--- src/rtl/axi_crossbar_wr_arbiter_pkg.sv ---
// Shared crossbar arbiter types: FSM state, QoS width, one-hot helper.
// Imported by the write-path arbiter, its interface and the RR core.
package axi_crossbar_pkg;

  localparam int QOS_WIDTH = 4;
  localparam int OH_MAX    = 64;

  typedef enum logic [1:0] {
    IDLE = 2'd0,
    ADDR = 2'd1,
    DATA = 2'd2
  } arb_state_e;

  function automatic logic [OH_MAX-1:0] idx2oh(
    input int idx
  );
    logic [OH_MAX-1:0] oh;
    oh = '0;
    oh[idx] = 1'b1;
    return oh;
  endfunction

endpackage

--- src/rtl/axi_crossbar_wr_arbiter_if.sv ---
// Write-scheduler bundle: requests/handshakes in, grant/route/issue out.
// modport master: arbiter side (drives grant/w_sel); slave: crossbar side.
interface axi_crossbar_wr_arbiter_if #(
  parameter int S_COUNT    = 4,
  parameter int M_ISSUE    = 4,
  parameter int CL_S_COUNT = (S_COUNT > 1) ? $clog2(S_COUNT) : 1,
  parameter int CNT_WIDTH  = $clog2(M_ISSUE + 1)
);
  import axi_crossbar_pkg::*;

  logic [S_COUNT-1:0]           req;
  logic [S_COUNT*QOS_WIDTH-1:0] req_qos;
  logic                         aw_hs;
  logic                         w_last_hs;
  logic                         b_hs;
  logic [S_COUNT-1:0]           grant;
  logic                         grant_valid;
  logic [CL_S_COUNT-1:0]        grant_encoded;
  logic                         w_sel_valid;
  logic [CL_S_COUNT-1:0]        w_sel;
  logic [CNT_WIDTH-1:0]         issue_count;
  logic                         issue_full;
  logic                         b_underflow;

  modport master (
    input  req, req_qos, aw_hs,
    input  w_last_hs, b_hs,
    output grant, grant_valid,
    output grant_encoded,
    output w_sel_valid, w_sel,
    output issue_count, issue_full,
    output b_underflow
  );

  modport slave (
    output req, req_qos, aw_hs,
    output w_last_hs, b_hs,
    input  grant, grant_valid,
    input  grant_encoded,
    input  w_sel_valid, w_sel,
    input  issue_count, issue_full,
    input  b_underflow
  );

endinterface

--- src/rtl/axi_crossbar_wr_arbiter_core.sv ---
// Combinational masked round-robin pick starting at ptr_i, wrapping.
// Ports: req_i, ptr_i, mask_i in; grant_o, grant_enc_o, valid_o out.
module axi_rr_arbiter_core
  import axi_crossbar_pkg::*;
#(
  parameter int N = 4,
  parameter int W = (N > 1) ? $clog2(N) : 1
) (
  input  logic [N-1:0] req_i,
  input  logic [W-1:0] ptr_i,
  input  logic [N-1:0] mask_i,
  output logic [N-1:0] grant_o,
  output logic [W-1:0] grant_enc_o,
  output logic         valid_o
);

  logic [N-1:0] elig;
  logic         found;
  logic [W-1:0] enc;

  assign elig = req_i & mask_i;

  always_comb begin
    found = 1'b0;
    enc   = '0;
    for (int k = 0; k < N; k++) begin
      int idx;
      idx = int'(ptr_i) + k;
      if (idx >= N) idx = idx - N;
      if (!found && elig[idx]) begin
        found = 1'b1;
        enc   = W'(idx);
      end
    end
  end

  assign valid_o     = found;
  assign grant_enc_o = enc;
  assign grant_o     = found ? N'(idx2oh(int'(enc)))
                             : '0;

endmodule

--- src/rtl/axi_crossbar_wr_arbiter.sv ---
// Per-master write scheduler: RR AW grant, W route hold, issue bound.
// clk/rst_n plain; bus on master modport. QoS: AXI_CROSSBAR_WR_ARB_QOS_EN.
module axi_crossbar_wr_arbiter
  import axi_crossbar_pkg::*;
#(
  parameter int S_COUNT    = 4,
  parameter int M_ISSUE    = 4,
  parameter int CL_S_COUNT = (S_COUNT > 1) ? $clog2(S_COUNT) : 1,
  parameter int CNT_WIDTH  = $clog2(M_ISSUE + 1)
) (
  input  logic clk,
  input  logic rst_n,
  axi_crossbar_wr_arbiter_if.master bus
);

  arb_state_e            state_q, state_d;
  logic [S_COUNT-1:0]    grant_q, grant_d;
  logic [CL_S_COUNT-1:0] enc_q, enc_d;
  logic                  gv_q, gv_d;
  logic [CL_S_COUNT-1:0] wsel_q, wsel_d;
  logic                  wsv_q, wsv_d;
  logic [CL_S_COUNT-1:0] ptr_q, ptr_d;
  logic [CNT_WIDTH-1:0]  cnt_q, cnt_d;
  logic                  uf_q, uf_d;

  logic [S_COUNT-1:0]    mask;
  logic [S_COUNT-1:0]    pick_oh;
  logic [CL_S_COUNT-1:0] pick_enc;
  logic                  pick_vld;
  logic                  full;
  logic                  inc;
  logic                  dec;

`ifdef AXI_CROSSBAR_WR_ARB_QOS_EN
  // Only the highest-QoS active requesters stay eligible.
  always_comb begin
    logic [QOS_WIDTH-1:0] maxq;
    maxq = '0;
    mask = '0;
    for (int i = 0; i < S_COUNT; i++) begin
      if (bus.req[i] &&
          bus.req_qos[i*QOS_WIDTH +: QOS_WIDTH] > maxq)
        maxq = bus.req_qos[i*QOS_WIDTH +: QOS_WIDTH];
    end
    for (int i = 0; i < S_COUNT; i++) begin
      mask[i] =
        bus.req_qos[i*QOS_WIDTH +: QOS_WIDTH] == maxq;
    end
  end
`else
  assign mask = '1;
`endif

  axi_rr_arbiter_core #(
    .N (S_COUNT),
    .W (CL_S_COUNT)
  ) u_core (
    .req_i       (bus.req),
    .ptr_i       (ptr_q),
    .mask_i      (mask),
    .grant_o     (pick_oh),
    .grant_enc_o (pick_enc),
    .valid_o     (pick_vld)
  );

  assign full = cnt_q == CNT_WIDTH'(M_ISSUE);
  assign inc  = bus.aw_hs && state_q == ADDR;
  assign dec  = bus.b_hs;

  always_comb begin
    state_d = state_q;
    grant_d = grant_q;
    enc_d   = enc_q;
    gv_d    = gv_q;
    wsel_d  = wsel_q;
    wsv_d   = wsv_q;
    ptr_d   = ptr_q;
    unique case (state_q)
      IDLE: begin
        if (pick_vld && !full) begin
          grant_d = pick_oh;
          enc_d   = pick_enc;
          gv_d    = 1'b1;
          state_d = ADDR;
          if (pick_enc == CL_S_COUNT'(S_COUNT - 1))
            ptr_d = '0;
          else
            ptr_d = pick_enc + CL_S_COUNT'(1);
        end
      end
      ADDR: begin
        if (bus.aw_hs) begin
          grant_d = '0;
          gv_d    = 1'b0;
          wsel_d  = enc_q;
          wsv_d   = 1'b1;
          state_d = DATA;
        end
      end
      DATA: begin
        if (bus.w_last_hs) begin
          wsel_d  = '0;
          wsv_d   = 1'b0;
          state_d = IDLE;
        end
      end
      default: state_d = IDLE;
    endcase
  end

  // Simultaneous issue and completion cancel out.
  always_comb begin
    cnt_d = cnt_q;
    uf_d  = uf_q;
    unique case (1'b1)
      inc && !dec: cnt_d = cnt_q + CNT_WIDTH'(1);
      dec && !inc: begin
        if (cnt_q == '0) uf_d = 1'b1;
        else cnt_d = cnt_q - CNT_WIDTH'(1);
      end
      default: ;
    endcase
  end

  always_ff @(posedge clk or negedge rst_n) begin
    if (!rst_n) begin
      state_q <= IDLE;
      grant_q <= '0;
      enc_q   <= '0;
      gv_q    <= 1'b0;
      wsel_q  <= '0;
      wsv_q   <= 1'b0;
      ptr_q   <= '0;
      cnt_q   <= '0;
      uf_q    <= 1'b0;
    end else begin
      state_q <= state_d;
      grant_q <= grant_d;
      enc_q   <= enc_d;
      gv_q    <= gv_d;
      wsel_q  <= wsel_d;
      wsv_q   <= wsv_d;
      ptr_q   <= ptr_d;
      cnt_q   <= cnt_d;
      uf_q    <= uf_d;
    end
  end

  assign bus.grant         = grant_q;
  assign bus.grant_valid   = gv_q;
  assign bus.grant_encoded = enc_q;
  assign bus.w_sel_valid   = wsv_q;
  assign bus.w_sel         = wsel_q;
  assign bus.issue_count   = cnt_q;
  assign bus.issue_full    = full;
  assign bus.b_underflow   = uf_q;

endmodule

--- src/flat_wrapper.sv ---
// flat-port wrapper written by rule: the top's interface ports become plain ports
module axi_crossbar_wr_arbiter_flat import axi_crossbar_pkg::*;
#(
  parameter int S_COUNT    = 4,
  parameter int M_ISSUE    = 4,
  parameter int CL_S_COUNT = (S_COUNT > 1) ? $clog2(S_COUNT) : 1,
  parameter int CNT_WIDTH  = $clog2(M_ISSUE + 1)
)
  (clk, rst_n, bus_req, bus_req_qos, bus_aw_hs, bus_w_last_hs, bus_b_hs, bus_grant, bus_grant_valid, bus_grant_encoded, bus_w_sel_valid, bus_w_sel, bus_issue_count, bus_issue_full, bus_b_underflow);
  axi_crossbar_wr_arbiter_if #(.S_COUNT(S_COUNT), .M_ISSUE(M_ISSUE), .CL_S_COUNT(CL_S_COUNT), .CNT_WIDTH(CNT_WIDTH)) bus_i ();
  input  logic clk;
  input  logic rst_n;
  input wire logic [$bits(bus_i.req)-1:0] bus_req;
  input wire logic [$bits(bus_i.req_qos)-1:0] bus_req_qos;
  input wire logic [$bits(bus_i.aw_hs)-1:0] bus_aw_hs;
  input wire logic [$bits(bus_i.w_last_hs)-1:0] bus_w_last_hs;
  input wire logic [$bits(bus_i.b_hs)-1:0] bus_b_hs;
  output wire logic [$bits(bus_i.grant)-1:0] bus_grant;
  output wire logic [$bits(bus_i.grant_valid)-1:0] bus_grant_valid;
  output wire logic [$bits(bus_i.grant_encoded)-1:0] bus_grant_encoded;
  output wire logic [$bits(bus_i.w_sel_valid)-1:0] bus_w_sel_valid;
  output wire logic [$bits(bus_i.w_sel)-1:0] bus_w_sel;
  output wire logic [$bits(bus_i.issue_count)-1:0] bus_issue_count;
  output wire logic [$bits(bus_i.issue_full)-1:0] bus_issue_full;
  output wire logic [$bits(bus_i.b_underflow)-1:0] bus_b_underflow;
  assign bus_i.req = bus_req;
  assign bus_i.req_qos = bus_req_qos;
  assign bus_i.aw_hs = bus_aw_hs;
  assign bus_i.w_last_hs = bus_w_last_hs;
  assign bus_i.b_hs = bus_b_hs;
  assign bus_grant = bus_i.grant;
  assign bus_grant_valid = bus_i.grant_valid;
  assign bus_grant_encoded = bus_i.grant_encoded;
  assign bus_w_sel_valid = bus_i.w_sel_valid;
  assign bus_w_sel = bus_i.w_sel;
  assign bus_issue_count = bus_i.issue_count;
  assign bus_issue_full = bus_i.issue_full;
  assign bus_b_underflow = bus_i.b_underflow;
  axi_crossbar_wr_arbiter #(.S_COUNT(S_COUNT), .M_ISSUE(M_ISSUE), .CL_S_COUNT(CL_S_COUNT), .CNT_WIDTH(CNT_WIDTH)) u_core (.clk(clk), .rst_n(rst_n), .bus(bus_i));
endmodule
--- config.mk ---
export PLATFORM = sky130hd
export DESIGN_NAME = axi_crossbar_wr_arbiter_flat
export DESIGN_NICKNAME = d
export VERILOG_FILES = /design/src/rtl/axi_crossbar_wr_arbiter_pkg.sv /design/src/rtl/axi_crossbar_wr_arbiter_if.sv /design/src/rtl/axi_crossbar_wr_arbiter_core.sv /design/src/rtl/axi_crossbar_wr_arbiter.sv /design/src/flat_wrapper.sv
export SDC_FILE = /design/constraint.sdc
export NUM_CORES = 1
export LEC_CHECK = 0
export ABC_AREA = 1
export CORE_UTILIZATION = 25
export DETAILED_ROUTE_END_ITERATION = 16
export GPL_ROUTABILITY_DRIVEN = 0
export PLACE_DENSITY = 0.57
export SLEW_MARGIN = 25
export SYNTH_ARGS = -nofsm -noshare
export SYNTH_HDL_FRONTEND = slang
export SYNTH_SLANG_ARGS = --single-unit
--- constraint.sdc ---
create_clock -name clk -period 1.9 [get_ports clk]
set_input_delay 0.38 -clock clk [delete_from_list [all_inputs] [get_ports clk]]
set_output_delay 0.38 -clock clk [all_outputs]
set_load 0.005 [all_outputs]
== Word-level counts from Yosys, hierarchy flattened ==
Cells that the tools add are included.

* Bits in read-only memories: 0
* Bits in latches: 0
* Input bits: 25
* Memory bits (writable): 0
* Register bits: 18
* Word-level logic and storage cells: 107
* Memories kept: 0
* Output and inout bits: 15

* Multiplexer cells: 45
* Bitwise operators: 0
* $add $sub $neg: 10
* Shift-type cells: 0
* Reduce and logical (&&, ||, !) cells: 25
* $mul: 0
* Divide/modulo/power cells: 0
* Equal/unequal tests: 8
* Magnitude comparators: 10

{| class="wikitable"
|+ Operator list
! kind !! count
|-
| $lt 32x4->1 const B || 4
|-
| $mux 32 || 4
|-
| $mux 2 || 9
|-
| $mux 1 || 17
|-
| $mux 4 || 3
|-
| $sub 3x3->4 const B || 3
|-
| $ge 3x3->1 const B || 3
|-
| $reduce_and 3->1 || 3
|-
| $bmux 1 s2 || 4
|-
| $logic_and 1x1->1 || 8
|-
| $pmux 4 s2 || 1
|-
| $lt 2x7->1 const B || 1
|-
| $add 2x2->3 const B || 2
|-
| $logic_not 1->1 || 6
|-
| $ne 2x2->1 const B || 3
|-
| $pmux 2 s3 || 1
|-
| $pmux 3 s2 || 1
|-
| $reduce_and 2->1 || 3
|-
| $reduce_bool 2->1 || 3
|-
| $eq 2x2->1 const B || 2
|-
| $pmux 1 s2 || 2
|-
| $pmux 2 s2 || 1
|-
| $sub 2x3->4 const B || 1
|-
| $add 2x1->3 const B || 1
|-
| other kinds (12) || 12
|}

== Longest topological paths before layout ==
* Depth after elaboration: 22
* Gate-level depth with buffers: 15
* Depth with buffers taken out: 14

== Modules after synthesis ==
From an unflattened synthesis, not the netlist that was laid out.

* Cell total of the unflattened synthesis: 171
* Area total of the unflattened synthesis: 1,287.5 um^2

{| class="wikitable"
|+ Modules (own cells, without submodules)
! module !! cells an instance !! area an instance (um^2) !! instances !! sequential area each (um^2)
|-
| axi_crossbar_wr_arbiter || 95 || 878.3 || 1 || 450.4
|-
| axi_rr_arbiter_core || 76 || 409.1 || 1 || 0.0
|}

== Least setup slack after synthesis ==
OpenSTA, ideal clock, no wires.

* Path kind: register -> register
* Start: register u_core.ptr_q[0]
* End: register u_core.ptr_q[1]
* Data arrival time: 1.688 ns
* Clock period less this slack: 1.810 ns
* Setup time: 0.122 ns
* Cell stages (with the launch flop): 15
* Slack: 0.090 ns
* Required time: 1.778 ns
* Path buffers: 1
* Cells stage by stage: dfrtp_1 buf_6 inv_8 nand2_4 nand3_1 nand2_2 nor2_4 nand2_2 nor2_2 nand2_1 o21ai_2 inv_2 ha_1 nand2_1 o21ai_1

* Word-level cells in the longest chain between the ends: 17
* Elaborated cells on any way between the ends: 46
* Those cells by class: add/sub: 8; order compare: 4; eq/ne: 1; mux: 25; reduce/logical: 8

{| class="wikitable"
|+ Ends and longest elaborated chain
! item !! line !! source
|-
| from (decl) || axi_crossbar_wr_arbiter.sv:22 || <nowiki>logic [CL_S_COUNT-1:0] ptr_q, ptr_d;</nowiki>
|-
| from (signal assigned) || axi_crossbar_wr_arbiter.sv:143 || <nowiki>ptr_q <= ptr_d;</nowiki>
|-
| parallel branches: the longest is 14 deep, another holds $sub 3x3->4 || -- ||
|-
| $mux 2 * || axi_crossbar_wr_arbiter_core.sv:30 || <nowiki>if (!found && elig[idx]) begin</nowiki>
|-
| named net u_core.pick_enc[1] || axi_crossbar_wr_arbiter.sv:28 || <nowiki>logic [CL_S_COUNT-1:0] pick_enc;</nowiki>
|-
| $add 2x1->2 / $eq 2x2->1 (equally long branches) || axi_crossbar_wr_arbiter.sv:88, axi_crossbar_wr_arbiter.sv:85 ||
|-
| $mux 2 * || axi_crossbar_wr_arbiter.sv:85 || <nowiki>if (pick_enc == CL_S_COUNT'(S_COUNT - 1))</nowiki>
|}

Mark *: on every way through the listed nets, which the timed path passes. The select of a mux whose other input is x is not followed.
A chain may end at the register's enable or synchronous reset.

== Final worst setup path ==
* Start: input port bus_req[1]
* End: register u_core.grant_q[1], in the netlist u_core.bus.grant[1]

* Word-level cells in the longest chain between the ends: 20
* Elaborated cells on any way between the ends: 37
* Those cells by class: order compare: 2; eq/ne: 1; mux: 25; reduce/logical: 9

{| class="wikitable"
|+ Ends and longest elaborated chain
! item !! line !! source
|-
| from (decl) || flat_wrapper.sv:13 || <nowiki>input wire logic [$bits(bus_i.req)-1:0] bus_req;</nowiki>
|-
| $bmux 1 s2 || axi_crossbar_wr_arbiter_core.sv:30 ||
|-
| $mux 1 (implied by the code) (2 in a row) || axi_crossbar_wr_arbiter_core.sv:30 ||
|-
| $mux 1 || axi_crossbar_wr_arbiter_core.sv:30 ||
|-
| $logic_not 1->1 || axi_crossbar_wr_arbiter_core.sv:30 ||
|-
| $logic_and 1x1->1 || axi_crossbar_wr_arbiter_core.sv:30 ||
|-
| $mux 1 || axi_crossbar_wr_arbiter_core.sv:30 ||
|-
| $logic_not 1->1 || axi_crossbar_wr_arbiter_core.sv:30 ||
|-
| $logic_and 1x1->1 || axi_crossbar_wr_arbiter_core.sv:30 ||
|-
| (+4 left out) || -- ||
|-
| named net u_core.pick_enc[0] || axi_crossbar_wr_arbiter.sv:28 ||
|-
| $lt 2x7->1 (implied by the code) / $ge 2x1->1 (equally long branches) || axi_crossbar_wr_arbiter_pkg.sv:19 || <nowiki>oh[idx] = 1'b1;</nowiki>
|-
| $logic_and 1x1->1 (implied by the code) || axi_crossbar_wr_arbiter_pkg.sv:19 ||
|-
| $mux 1 (implied by the code) || axi_crossbar_wr_arbiter_pkg.sv:19 ||
|-
| $demux 1 s2 * || axi_crossbar_wr_arbiter_pkg.sv:19 ||
|-
| $mux 4 * || axi_crossbar_wr_arbiter_core.sv:39 || <nowiki>assign grant_o = found ? N'(idx2oh(int'(enc)))</nowiki>
|-
| $mux 4 * || axi_crossbar_wr_arbiter.sv:80 || <nowiki>if (pick_vld && !full) begin</nowiki>
|-
| $pmux 4 s2 * || axi_crossbar_wr_arbiter.sv:78 || <nowiki>unique case (state_q)</nowiki>
|-
| to (signal assigned) || axi_crossbar_wr_arbiter.sv:138 || <nowiki>grant_q <= grant_d;</nowiki>
|-
| to (decl) || axi_crossbar_wr_arbiter.sv:17 || <nowiki>logic [S_COUNT-1:0] grant_q, grant_d;</nowiki>
|}

The timed path passes the listed nets; every way through them passes the cells marked *. The select of a mux whose other input is x is not followed.

==> run_results.csv <==
group,metric,value,unit
sta,drv_slew,0,
sta,max_freq,540,MHz
worst_setup_path,worstSetupStartpointType,"primary input",
worst_setup_path,crit_family,"buffers and inverters",
die,die-area,4900,sq um
sta,finalClockSkew,0.00386,ns
finish,layout_commonest_cell,"nand2_1",
global_routing,grt_remaining_overflow,0,
synth,yosys-top-cells-area,"dfrtp_1 (39%), nand2_1 (17%), ha_1 (4.3%)",
power,power,3.34,mW
routing,antenna_left,0,
clock_tree,tritoncts,"built",
synth,synth.distinct_cells,27,
routing,first_iter_violations,55,
worst_setup_path,crit_buf_inv,4,
power,leakage,0.857,nW
worst_setup_path,crit_start,"bus_req[1]",
finish,drive_gt1_share,37.1,%
hold_path,hp-class,"in -> async",
synth,syn_area_per_cell,8.14,sq um
worst_setup_path,max_stage_delay,0.42,ns
die,core_area,4410,sq um
die,rows,24,
synth,syn-cell-area,1160,sq um
synth,synthesis.nets,172,
routing,drt_wl_total,2.26,mm
routing,num_vias,999,
clock_tree,insertion_delay,0.25,ns
worst_setup_path,r2r_start,"u_core.ptr_q[0]",
worst_setup_path,cp-end-kind,"flip-flop",
synth,ys_seq_area_share,39.0,%
finish,nNetsFinal,217,
placement,dp_hpwl,1.70,mm
die,start_util,26.2,%
synth,async_flop_share,100,%
finish,diodes,0,
worst_setup_path,path_cells,"clkdlybuf4s50_1 -> inv_1 -> nand2_2 -> nand2_2 -> nor2_4 -> nor2_4 -> buf_4 -> nand3_4 -> nand3_4 -> o21ai_4 -> buf_4 -> ha_1 -> nand2_1 -> nand2_1",
power,vdd_ir_drop_max,0.000443,V
sta,relSlewSlack,77.6,%
finish,fin_cells,238,
global_routing,grt_antenna_before_repair,0,
synth,syn_inst,142,
clock_tree,cts_made_buffers,3,
die,die_height,70.0,um
global_routing,grt_usage,9.90,%
finish,most-common-layout-cells,"nand2_1 (46), clkdlybuf4s50_1 (20), buf_4 (17), dfrtp_1 (17), nand2_2 (13)",
clock_tree,root_buffer,"clkbuf_8",
routing,drtPass1Iterations,4,
global_routing,grt_pass1_vias,944,
worst_setup_path,cp.required,2.05,ns
clock_tree,htree_levels,1,
sta,rsz0062_at_grt,"yes",
die,die_w,70.0,um
synth,yosys.area.top_type,"dfrtp_1",
worst_setup_path,path_max_fanout,4,
synth,synth_enable_flop_cells,0,
synth,ys.flop_type,"dfrtp_1",
finish,areaGrowthSynthToFinish,48.9,%
synth,synth-seq-cells,18,
global_routing,grt_max_degree,19,
sta,finalCriticalPeriod,1.85,ns
placement,dp.cells,228,
global_routing,grt_pass1_wl,3.93,mm
clock_tree,clkTransAtPathRegs,0.07,ns
sta,worst_slew_pin_slew,0.334,ns
routing,drcViolationCount,0,
synth,synth.top_cell.area_share,39.0,%
placement,io_buffers,23,
clock_tree,cts_buffer_depth,2,
routing,viasPerCell,4.20,
worst_setup_path,crit_slowest_cell,"clkdlybuf4s50_1",
clock_tree,clock-sinks,18,
sta,hold_violations,0,
power,p_per_area,1940,nW/um^2
synth,ys_warn_count,0,
die,io_pins,40,
worst_setup_path,cp.arrival,2.00,ns
routing,wl_per_cell,9.51,um
worst_setup_path,timing_worst_setup_path_type,"in -> reg",
flow_run,drv_cap,0,
sta,setup_viol,0,
status,status,"completed",
sta,fin_crit_sh,97.4,%
-- worst register-to-register path: stages (launching register included) --
cell     delay, ns
dfrtp_2       0.49
inv_8         0.12
nand2_4       0.06
nand2_2       0.08
nor2_4        0.04
nor2_4        0.14
buf_4         0.13
nand3_4       0.08
nand3_4       0.10
o21ai_4       0.09
buf_4         0.14
ha_1          0.18
nand2_1       0.06
nand2_1       0.04
-- final timing paths --
check / slack (ns) / end / cells past startpoint
min in group clk: 0.47 / u_core.bus.grant[0] / 2
max in group asynchronous: 1.23 / u_core.ptr_q[0] / 2
max: 0.05 / u_core.bus.grant[1] / 14
min: 0.46 / u_core.bus.issue_count[0] / 2
min reg2reg: 0.47 / u_core.bus.grant[0] / 2
max reg2reg: 0.07 / u_core.bus.grant[1] / 13
-- flip-flops by register name, indices dropped and copies added, names as in the netlist --
register / flops
u_core.bus.w_sel: 2
u_core.bus.grant_encoded: 2
u_core.ptr_q: 2
u_core.bus.b_underflow: 1
u_core.state_q: 2
u_core.bus.issue_count: 3
u_core.bus.grant: 4
u_core.bus.grant_valid: 1
u_core.bus.w_sel_valid: 1
-- synthesized netlist by cell type, types with 3 or more instances --
| cell | n |
|---|---|
| nand2_1 | 53 |
| dfrtp_1 | 18 |
| inv_1 | 13 |
| nand3_1 | 9 |
| nand2_2 | 7 |
| ha_1 | 4 |
| nor2_2 | 4 |
| inv_2 | 3 |
| nand2_4 | 3 |
| nand3_2 | 3 |
| nor2_4 | 3 |
| o21ai_2 | 3 |
-- cell families (layout without fill, tap and decap cells) --
group,after synthesis,in the layout,synth area share (%)
buffers and inverters,19,63,7.68
AO/OA/AOI/OAI,9,9,5.95
adder cells (fa/ha/maj),5,5,6.06
XOR/XNOR,2,2,1.52
AND/OR/NAND/NOR,89,89,39.8
flip-flops,18,18,39.0
-- per-layer routing --
metal	up-vias	global-route usage, %	wire length, um
met5	-	0	0
met4	0	2.67	0
met3	0	3.03	64
met2	15	17.3	1170
met1	458	11.7	1030
li1	526	-	-
-- layout make-up --
cell class                 count  area [sq um]
clock buffer                   4          55.1
tap                           52          65.1
timing repair buffer          41           378
fill                         449          2690
multi-input combinational    105           694
inverter                      18          77.6
sequential                    18           452
-- where the power goes --
part / internal (mW) / leakage (nW) / switching [mW]
Sequential: 0.554 / 0.217 / 0.162
Clock: 0.184 / 0.0288 / 0.123
Combinational: 1.14 / 0.611 / 1.18
-- timing repair --
| item | in CTS | in global routing |
|---|---|---|
| setup buffers | 3 | 3 |
| hold buffers | 0 | 0 |
| setup endpoints to repair | 3 | 7 |
| pin swaps | 7 | 10 |
| resized for setup | 12 | 12 |
-- per-stage QoR --
step                hold WS [ns]  utilization [%]  TNS (ns)  setup WS [ns]  area [sq um]
floorplan                 0.0844                -         0         0.0900          1160
global route               0.477             39.0    -0.177        -0.0628          1720
CTS                        0.469             37.5         0        0.00401          1660
detailed placement         0.463             34.9     -1.48         -0.326          1540
global placement           0.457             34.9     -1.36         -0.314          1540
finish                     0.458             39.0         0         0.0486          1720
Power figures use the tool's default switching activity.
